--- src/rtl/gray_pkg.sv ---
// Shared Gray-code helpers for the Gray counter and for benches and other blocks.
// Contents:
//   DefaultWidth : default counter width.
//   MaxWidth     : widest supported counter; helper functions work on words of this width.
//   bin2gray     : binary -> Gray.
//   gray2bin     : Gray -> binary (prefix XOR from the MSB down).
// Narrower values are passed zero-extended; the results stay zero-extended.
package gray_pkg;

  localparam int unsigned DefaultWidth = 4;
  localparam int unsigned MaxWidth     = 32;

  typedef logic [MaxWidth-1:0] word_t;

  function automatic word_t bin2gray(word_t b);
    return b ^ (b >> 1);
  endfunction

  function automatic word_t gray2bin(word_t g);
    word_t b;
    b[MaxWidth-1] = g[MaxWidth-1];
    for (int i = MaxWidth - 2; i >= 0; i--) begin
      b[i] = b[i+1] ^ g[i];
    end
    return b;
  endfunction

endpackage

--- src/rtl/gray_encoder.sv ---
// Purely combinational binary-to-Gray encoder.
// Parameters:
//   WIDTH  : word width in bits.
// Ports:
//   bin_i  : binary input word.
//   gray_o : Gray code of bin_i.
module gray_encoder #(
  parameter int unsigned WIDTH = 4
) (
  input  logic [WIDTH-1:0] bin_i,
  output logic [WIDTH-1:0] gray_o
);

  assign gray_o = bin_i ^ (bin_i >> 1);

endmodule

--- src/rtl/gray_code_counter.sv ---
// Binary/Gray counter. The binary and Gray counts are held in separate flops.
// Both are loaded from the same next-state value, so gray_q always matches bin_q.
// No output has a combinational path from the inputs.
//
// Parameters:
//   WIDTH    : counter width, 2..32.
//   SATURATE : 0 = wrap at the terminal count, 1 = hold at the terminal count.
// Ports:
//   clk      : clock, rising edge.
//   rst      : asynchronous, active-high reset.
//   en       : count enable.
//   up_dn    : 1 = count up, 0 = count down. Present only with GRAY_CNT_DOWN_EN.
//   load     : synchronous load strobe. It has priority over en.
//   load_val : binary value to load.
//   bin_q    : registered binary count.
//   gray_q   : registered Gray code of bin_q.
//   term     : one-cycle pulse on a wrap or saturation event.
// Configuration macro:
//   GRAY_CNT_DOWN_EN : adds up_dn and the down-count logic. When it is undefined,
//                      the counter counts up only.
module gray_code_counter
  import gray_pkg::*;
#(
  parameter int unsigned WIDTH    = DefaultWidth,
  parameter bit          SATURATE = 1'b0
) (
  input  logic             clk,
  input  logic             rst,
  input  logic             en,
`ifdef GRAY_CNT_DOWN_EN
  input  logic             up_dn,
`endif
  input  logic             load,
  input  logic [WIDTH-1:0] load_val,
  output logic [WIDTH-1:0] bin_q,
  output logic [WIDTH-1:0] gray_q,
  output logic             term
);

  localparam logic [WIDTH-1:0] AllOnes = '1;

  logic [WIDTH-1:0] bin_d;
  logic [WIDTH-1:0] gray_d;
  logic             term_d;

  // Next-state selection. Priority is load, then en, then hold.
  // At a limit, the count either wraps or holds, and term pulses in both cases.
  always_comb begin
    bin_d  = bin_q;
    term_d = 1'b0;
    if (load) begin
      bin_d = load_val;
    end else if (en) begin
`ifdef GRAY_CNT_DOWN_EN
      if (!up_dn) begin
        if (bin_q == '0) begin
          term_d = 1'b1;
          if (!SATURATE) bin_d = AllOnes;
        end else begin
          bin_d = bin_q - 1'b1;
        end
      end else
`endif
      begin
        if (bin_q == AllOnes) begin
          term_d = 1'b1;
          if (!SATURATE) bin_d = '0;
        end else begin
          bin_d = bin_q + 1'b1;
        end
      end
    end
  end

  gray_encoder #(
    .WIDTH (WIDTH)
  ) u_gray_encoder (
    .bin_i  (bin_d),
    .gray_o (gray_d)
  );

  always_ff @(posedge clk or posedge rst) begin
    if (rst) begin
      bin_q  <= '0;
      gray_q <= '0;
      term   <= 1'b0;
    end else begin
      bin_q  <= bin_d;
      gray_q <= gray_d;
      term   <= term_d;
    end
  end

endmodule

--- config.mk ---
export PLATFORM = sky130hd
export DESIGN_NAME = gray_code_counter
export DESIGN_NICKNAME = d
export VERILOG_FILES = /design/src/rtl/gray_pkg.sv /design/src/rtl/gray_encoder.sv /design/src/rtl/gray_code_counter.sv
export SDC_FILE = /design/constraint.sdc
export NUM_CORES = 1
export LEC_CHECK = 0
export CAP_MARGIN = 20
export CORE_AREA = 5 5 42 44
export DETAILED_ROUTE_END_ITERATION = 8
export DIE_AREA = 0 0 47 49
export GPL_TIMING_DRIVEN = 0
export HOLD_SLACK_MARGIN = 0.03
export PLACE_DENSITY = 0.67
export SETUP_SLACK_MARGIN = 0.1
export SLEW_MARGIN = 40
export SYNTH_ARGS = -nofsm -noshare
export SYNTH_HDL_FRONTEND = slang
export SYNTH_SLANG_ARGS = --single-unit
--- constraint.sdc ---
create_clock -name clk -period 1.8 [get_ports clk]
set_input_delay 0.36 -clock clk [delete_from_list [all_inputs] [get_ports clk]]
set_output_delay 0.36 -clock clk [all_outputs]
set_load 0.01 [all_outputs]
==> results.json <==
{
  "crit_path_cell_trace": "clkdlybuf4s50_1",
  "ys_types": 14,
  "htree_levels": 1,
  "fin_tns_setup_ns": 0,
  "gp_congestion": 0.692,
  "core_region_area_um2": 1400,
  "die_h_um": 49,
  "peakVddDrop_uv": 350,
  "drt_wl_total_um": 787,
  "fmax_mhz": 636,
  "timing.critical_path.depth": 1,
  "path_max_fanout": 4,
  "async_reset_ff_frac": 1.00,
  "grt-ovfl-total": 0,
  "synth_warnings": 0,
  "setup_viol": 0,
  "hold_viol": 0,
  "cts_buffer_depth": 2,
  "synth.top_cells.by_count": "8 x dfrtp_1, 4 x nand2_1, 4 x xnor2_1",
  "end_kind": "output pin",
  "dr.pass1.iters": 2,
  "skew_ns": 0.00533,
  "min_path_type": "in -> async",
  "grt_pass1_wl_um": 1280,
  "num-fill-cells": 147,
  "drv_cap": 0,
  "regArea_um2": 200,
  "crit_buf_inv": 1,
  "worst_slew_pin_slew_ns": 0.342,
  "cts_buffers": 3,
  "synth_edf_count": 0,
  "synth_top_area_cell": "dfrtp_1",
  "start_kind": "flip-flop",
  "clock_sinks": 8,
  "synth_flop_cell": "dfrtp_1",
  "netlist.area_leader.share": 0.513,
  "clk_pin_slew_worst_paths_ns": 0.05,
  "yosysMostFrequentCell": "dfrtp_1",
  "hold_buffers": 0,
  "clk_latency_ns": 0.25,
  "dieArea_um2": 2300,
  "io_buffers": 15,
  "power.leakage_nw": 0.268,
  "layout.nets": 63,
  "status": "finished, final reports clean",
  "cts_tree": "yes",
  "max_stage_delay_ns": 0.56,
  "fin_crit_ns": 1.57,
  "diodes": 0,
  "avgSynthCellArea_um2": 11.8,
  "grt_usage": 0.0816,
  "crit_family": "buffers and inverters",
  "multiInputGateArea_um2": 166,
  "die_w_um": 47,
  "antenna_found_initial": 0,
  "drc": 0,
  "vias": 292,
  "rsz0062_at_grt": "false",
  "ff2ff_path_depth": 5,
  "rows": 14,
  "start_util": 0.279,
  "synth.net_count": 42,
  "powerDensity_nw_per_um2": 933,
  "crit_type": "reg -> out",
  "root_buffer": "clkbuf_4",
  "cp.arrival_ns": 1.21,
  "yosysSeqAreaShare": 0.513,
  "grt_pass1_vias": 295,
  "synthTopCellsByArea": "dfrtp_1 51%, o31ai_4 11%, xnor2_1 9.0%",
  "grt_max_degree": 9,
  "worst_ep_required_time_ns": 1.44,
  "io-pin-count": 17,
  "mappedNetlistArea_um2": 390,
  "vias_per_cell": 4.29,
  "area_growth_pct": 51.9,
  "synth-seq-cells": 8,
  "antenna_left": 0,
  "drive_above_1_share": 0.154,
  "post-route-period-util": 0.874,
  "drt_iter0_markers": 1,
  "cp_slowest_cell": "clkdlybuf4s50_1",
  "relSlewSlack": 0.766,
  "drv_slew": 0,
  "netlist_instances": 33,
  "finalPower_mw": 0.554,
  "wl_per_cell_um": 11.6
}
-- power by group --
group | switching, mW | internal [mW] | total [mW]
combinational | 0.0773 | 0.110 | 0.187
sequential | 0.0196 | 0.212 | 0.231
clock | 0.0586 | 0.0761 | 0.135
-- stage by stage --
step	instances	util	setup slack, ns	cell area [um^2]	hold WS, ns
floorplan	33	-	0.438	390	0.176
global placement	64	0.400	0.0375	561	0.571
detailed placement	64	0.400	0.0336	561	0.583
CTS	67	0.416	0.127	583	0.355
global route	68	0.423	0.154	593	0.397
finish	68	0.423	0.226	593	0.352
-- flip-flops by register name, summed over array words and instances, names as in the netlist --
signal and flops:
bin_q 4, gray_q 3, term 1
-- placed cells by master (no fill, tap or decap) --
master	synthesis	final
a21oi_1	1	1
buf_2	1	1
buf_4	1	2
clkbuf_4	0	3
clkdlybuf4s50_1	0	14
dfrtp_1	8	8
dlymetal6s2s_1	0	1
ha_1	1	1
inv_1	3	3
mux2i_1	2	2
nand2_1	4	4
nand4_1	1	1
nor2_1	2	2
nor3_1	1	1
o31ai_4	2	2
xnor2_1	4	4
xor2_1	2	2
-- path summary, 6_finish.rpt --
kind,startpoint,to,slack [ns]
min,rst,bin_q[3]$_DFF_PP0_,0.35
max in group asynchronous,rst,gray_q[1]$_DFF_PP0_,1.21
max,bin_q[0]$_DFF_PP0_,bin_q[0],0.23
min in group clk,load,term$_DFF_PP0_,0.45
min reg2reg,bin_q[3]$_DFF_PP0_,term$_DFF_PP0_,0.59
max reg2reg,bin_q[0]$_DFF_PP0_,gray_q[1]$_DFF_PP0_,0.39
-- final cells by class --
type	count	area share
clock buffer	3	0.0380
multi-input combinational	20	0.281
tap	16	0.0338
buffer	2	0.0211
inverter	3	0.0190
sequential	8	0.338
timing repair buffer	16	0.270
-- repair_timing --
action | in CTS | in global routing
buffers inserted | 0 | 1
endpoints found under the setup margin | 0 | 1
gates resized for setup | 0 | 1
-- logic make-up after synthesis --
family,Yosys count,synth area share
adders and majority gates,1,0.0320
muxes,2,0.0513
DFF,8,0.513
buffers and inverters,5,0.0609
and+or+nand+nor,8,0.0865
xor gates and xnor gates,6,0.135
AOI/OAI and AO/OA,3,0.122
-- metal layers --
layer | up-vias | track usage | wire length (um)
li1 | 149 | - | -
met1 | 132 | 0.0991 | 302
met2 | 11 | 0.106 | 394
met3 | 0 | 0.0332 | 90
met4 | 0 | 0.0691 | 0
met5 | - | 0 | 0
No activity file was read; power rests on OpenSTA's default activity.
==> RTL change (same settings) <==
Change the parameter `SATURATE` from 1'b0 to 1'b1.
--- a/src/rtl/gray_code_counter.sv
+++ b/src/rtl/gray_code_counter.sv
@@ -24,3 +24,3 @@
   parameter int unsigned WIDTH    = DefaultWidth,
-  parameter bit          SATURATE = 1'b0
+  parameter bit          SATURATE = 1'b1
 ) (
Check against the original RTL: not equivalent (a bounded check fails within 4 cycles, from zero or initial values and one cycle with rst high).
==> RTL change against the original RTL <==
Sequential cell count stayed put; register-to-register slack lost 90 ps; combinational power is 7% lower; design area up 8.0%; worst setup slack worse by 52 ps; clock skew increased by 3.8 ps; largest cell class is now multi-input gates; area after synthesis increased by 9.9%; total power shrank 3.1%; wire length increased by 13%; critical path depth unchanged.
==> RTL change: results (changes against the original RTL) <==
Met2 GRT Util: 13.3% (was 10.6%)
Slew @ Worst Pin: 305 ps (was 342 ps)
Delay-heaviest family, CP: buffers and inverters (unchanged)
Wire length on met2: 504 um (was 394 um)
Total Wirelength: 889 um (was 787 um)
Leakage: 0.000274 uW (was 0.000268 uW)
Netlist cell types: 21 (was 14)
Insertion delay to the later sink of the worst-skew pair: 260 ps
Crit path DAT: 1270 ps (was 1210 ps)
Post-synthesis sequential area ratio: 46.6% (was 51.3%)
CTS Buffer Depth: 2 (unchanged)
WL met3: 46 um (was 90 um)
TritonRoute pass-1 iters: 3 (was 2)
Max Fanout on Critical Path: 6 (was 4)
Syn nets: 46 (was 42)
Initial antenna violation count: 0 (unchanged)
Met1 WL: 329 um (was 302 um)
Gpl congestion: 0.680 (was 0.692)
GRT Overall Usage: 8.66% (was 8.16%)
Met1 GRT Util: 9.48% (was 9.91%)
Place WS: 76.0 ps (was 33.6 ps)
Clk_skew: 9.12 ps (was 5.33 ps)
Total number of vias: 340 (was 292)
Status: complete, no violations (unchanged)
Pin count of the biggest net entering global routing: 11 (was 9)
DR WL/cell: 12.2 um (was 11.6 um)
Area fraction of the dominant cell type after synthesis: 46.6% (was 51.3%)
Synth top cells by count: dfrtp_1 (8), a21oi_1 (3) (was dfrtp_1 (8), nand2_1 (4), xnor2_1 (4))
CTS Buf Count: 3 (unchanged)
CTS Root Cell: clkbuf_4 (unchanged)
ANT cells: 0 (unchanged)
# fillers: 144 (was 147)
Global Route met3 Usage: 2.21% (was 3.32%)
1st-iter DRT viols: 4 (was 1)
Synth Instances: 37 (was 33)
Nets@finish: 68 (was 63)
Layout cells sized above 1: 19.3% (was 15.4%)
Synth top area cells: dfrtp_1 (47%), o31ai_4 (5.0%), a211oi_4 (4.7%) (was dfrtp_1 (51%), o31ai_4 (11%), xnor2_1 (9.0%))
First-pass GRT wire length: 1390 um (was 1280 um)
Placed insts: 69 (was 64)
Number of global-route vias before repair: 332 (was 295)
IO Port Bufs: 16 (was 15)
Maximum vdd drop: 346 uV (was 350 uV)
Highest metal used: met4 (was met3)
## RTL change: path summary, 6_finish.rpt
| check | start | end | slack [ps] | depth (start not counted) |
|---|---|---|---|---|
| setup reg to reg | bin_q[0] | gray_q[1] | 300 | 5 |
| hold / removal | rst | term | 350 | 2 |
| hold reg to reg | bin_q[2] | term | 620 | 2 |
| max in group asynchronous | rst | bin_q[3] | 1200 | 2 |
| min in group clk | bin_q[2] | term | 620 | 2 |
| setup / recovery | bin_q[0] | bin_q[0] | 170 | 1 |
## RTL change: cell type report
class                   count  share of cell area (%)
well taps                  16                    3.13
repair buffers             17                    26.2
multi-input cells          25                    32.2
plain buffers               2                    2.34
clock buffers               3                    3.52
flip-flops and latches      8                    31.4
inverters                   2                    1.17
## RTL change: logic make-up (layout without fill, tap and decap cells)
group / after synthesis / after routing / share of synthesized area (%)
DFF: 8 / 8 / 46.6
AOI/OAI and AO/OA: 7 / 7 / 15.5
and+or+nand+nor: 12 / 12 / 19.0
xor gates and xnor gates: 3 / 3 / 6.12
buffers and inverters: 4 / 24 / 5.25
adders and majority gates: 1 / 1 / 2.91
muxes: 2 / 2 / 4.66
## RTL change: where the power goes
part           leakage [uW]  switching [uW]  internal (uW)
combinational      0.000164            71.2            103
clock             0.0000138            62.0           76.4
sequential        0.0000963            16.8            207
total              0.000274             150            386
## RTL change: repair_timing
item,4_1_cts,5_1_grt
resized for setup,1,0
hold buffers,0,0
cloned,0,0
setup buffers,0,1
endpoints found under the hold margin,0,0
pin swaps,0,0
endpoints found under the setup margin,1,1
## RTL change: metrics by stage
step	area, sq um	utilization (%)
3_5_place_dp	609	43.5
3_3_place_gp	609	43.5
2_1_floorplan	429	-
6_report	641	45.7
4_1_cts	633	45.2
5_1_grt	641	45.7
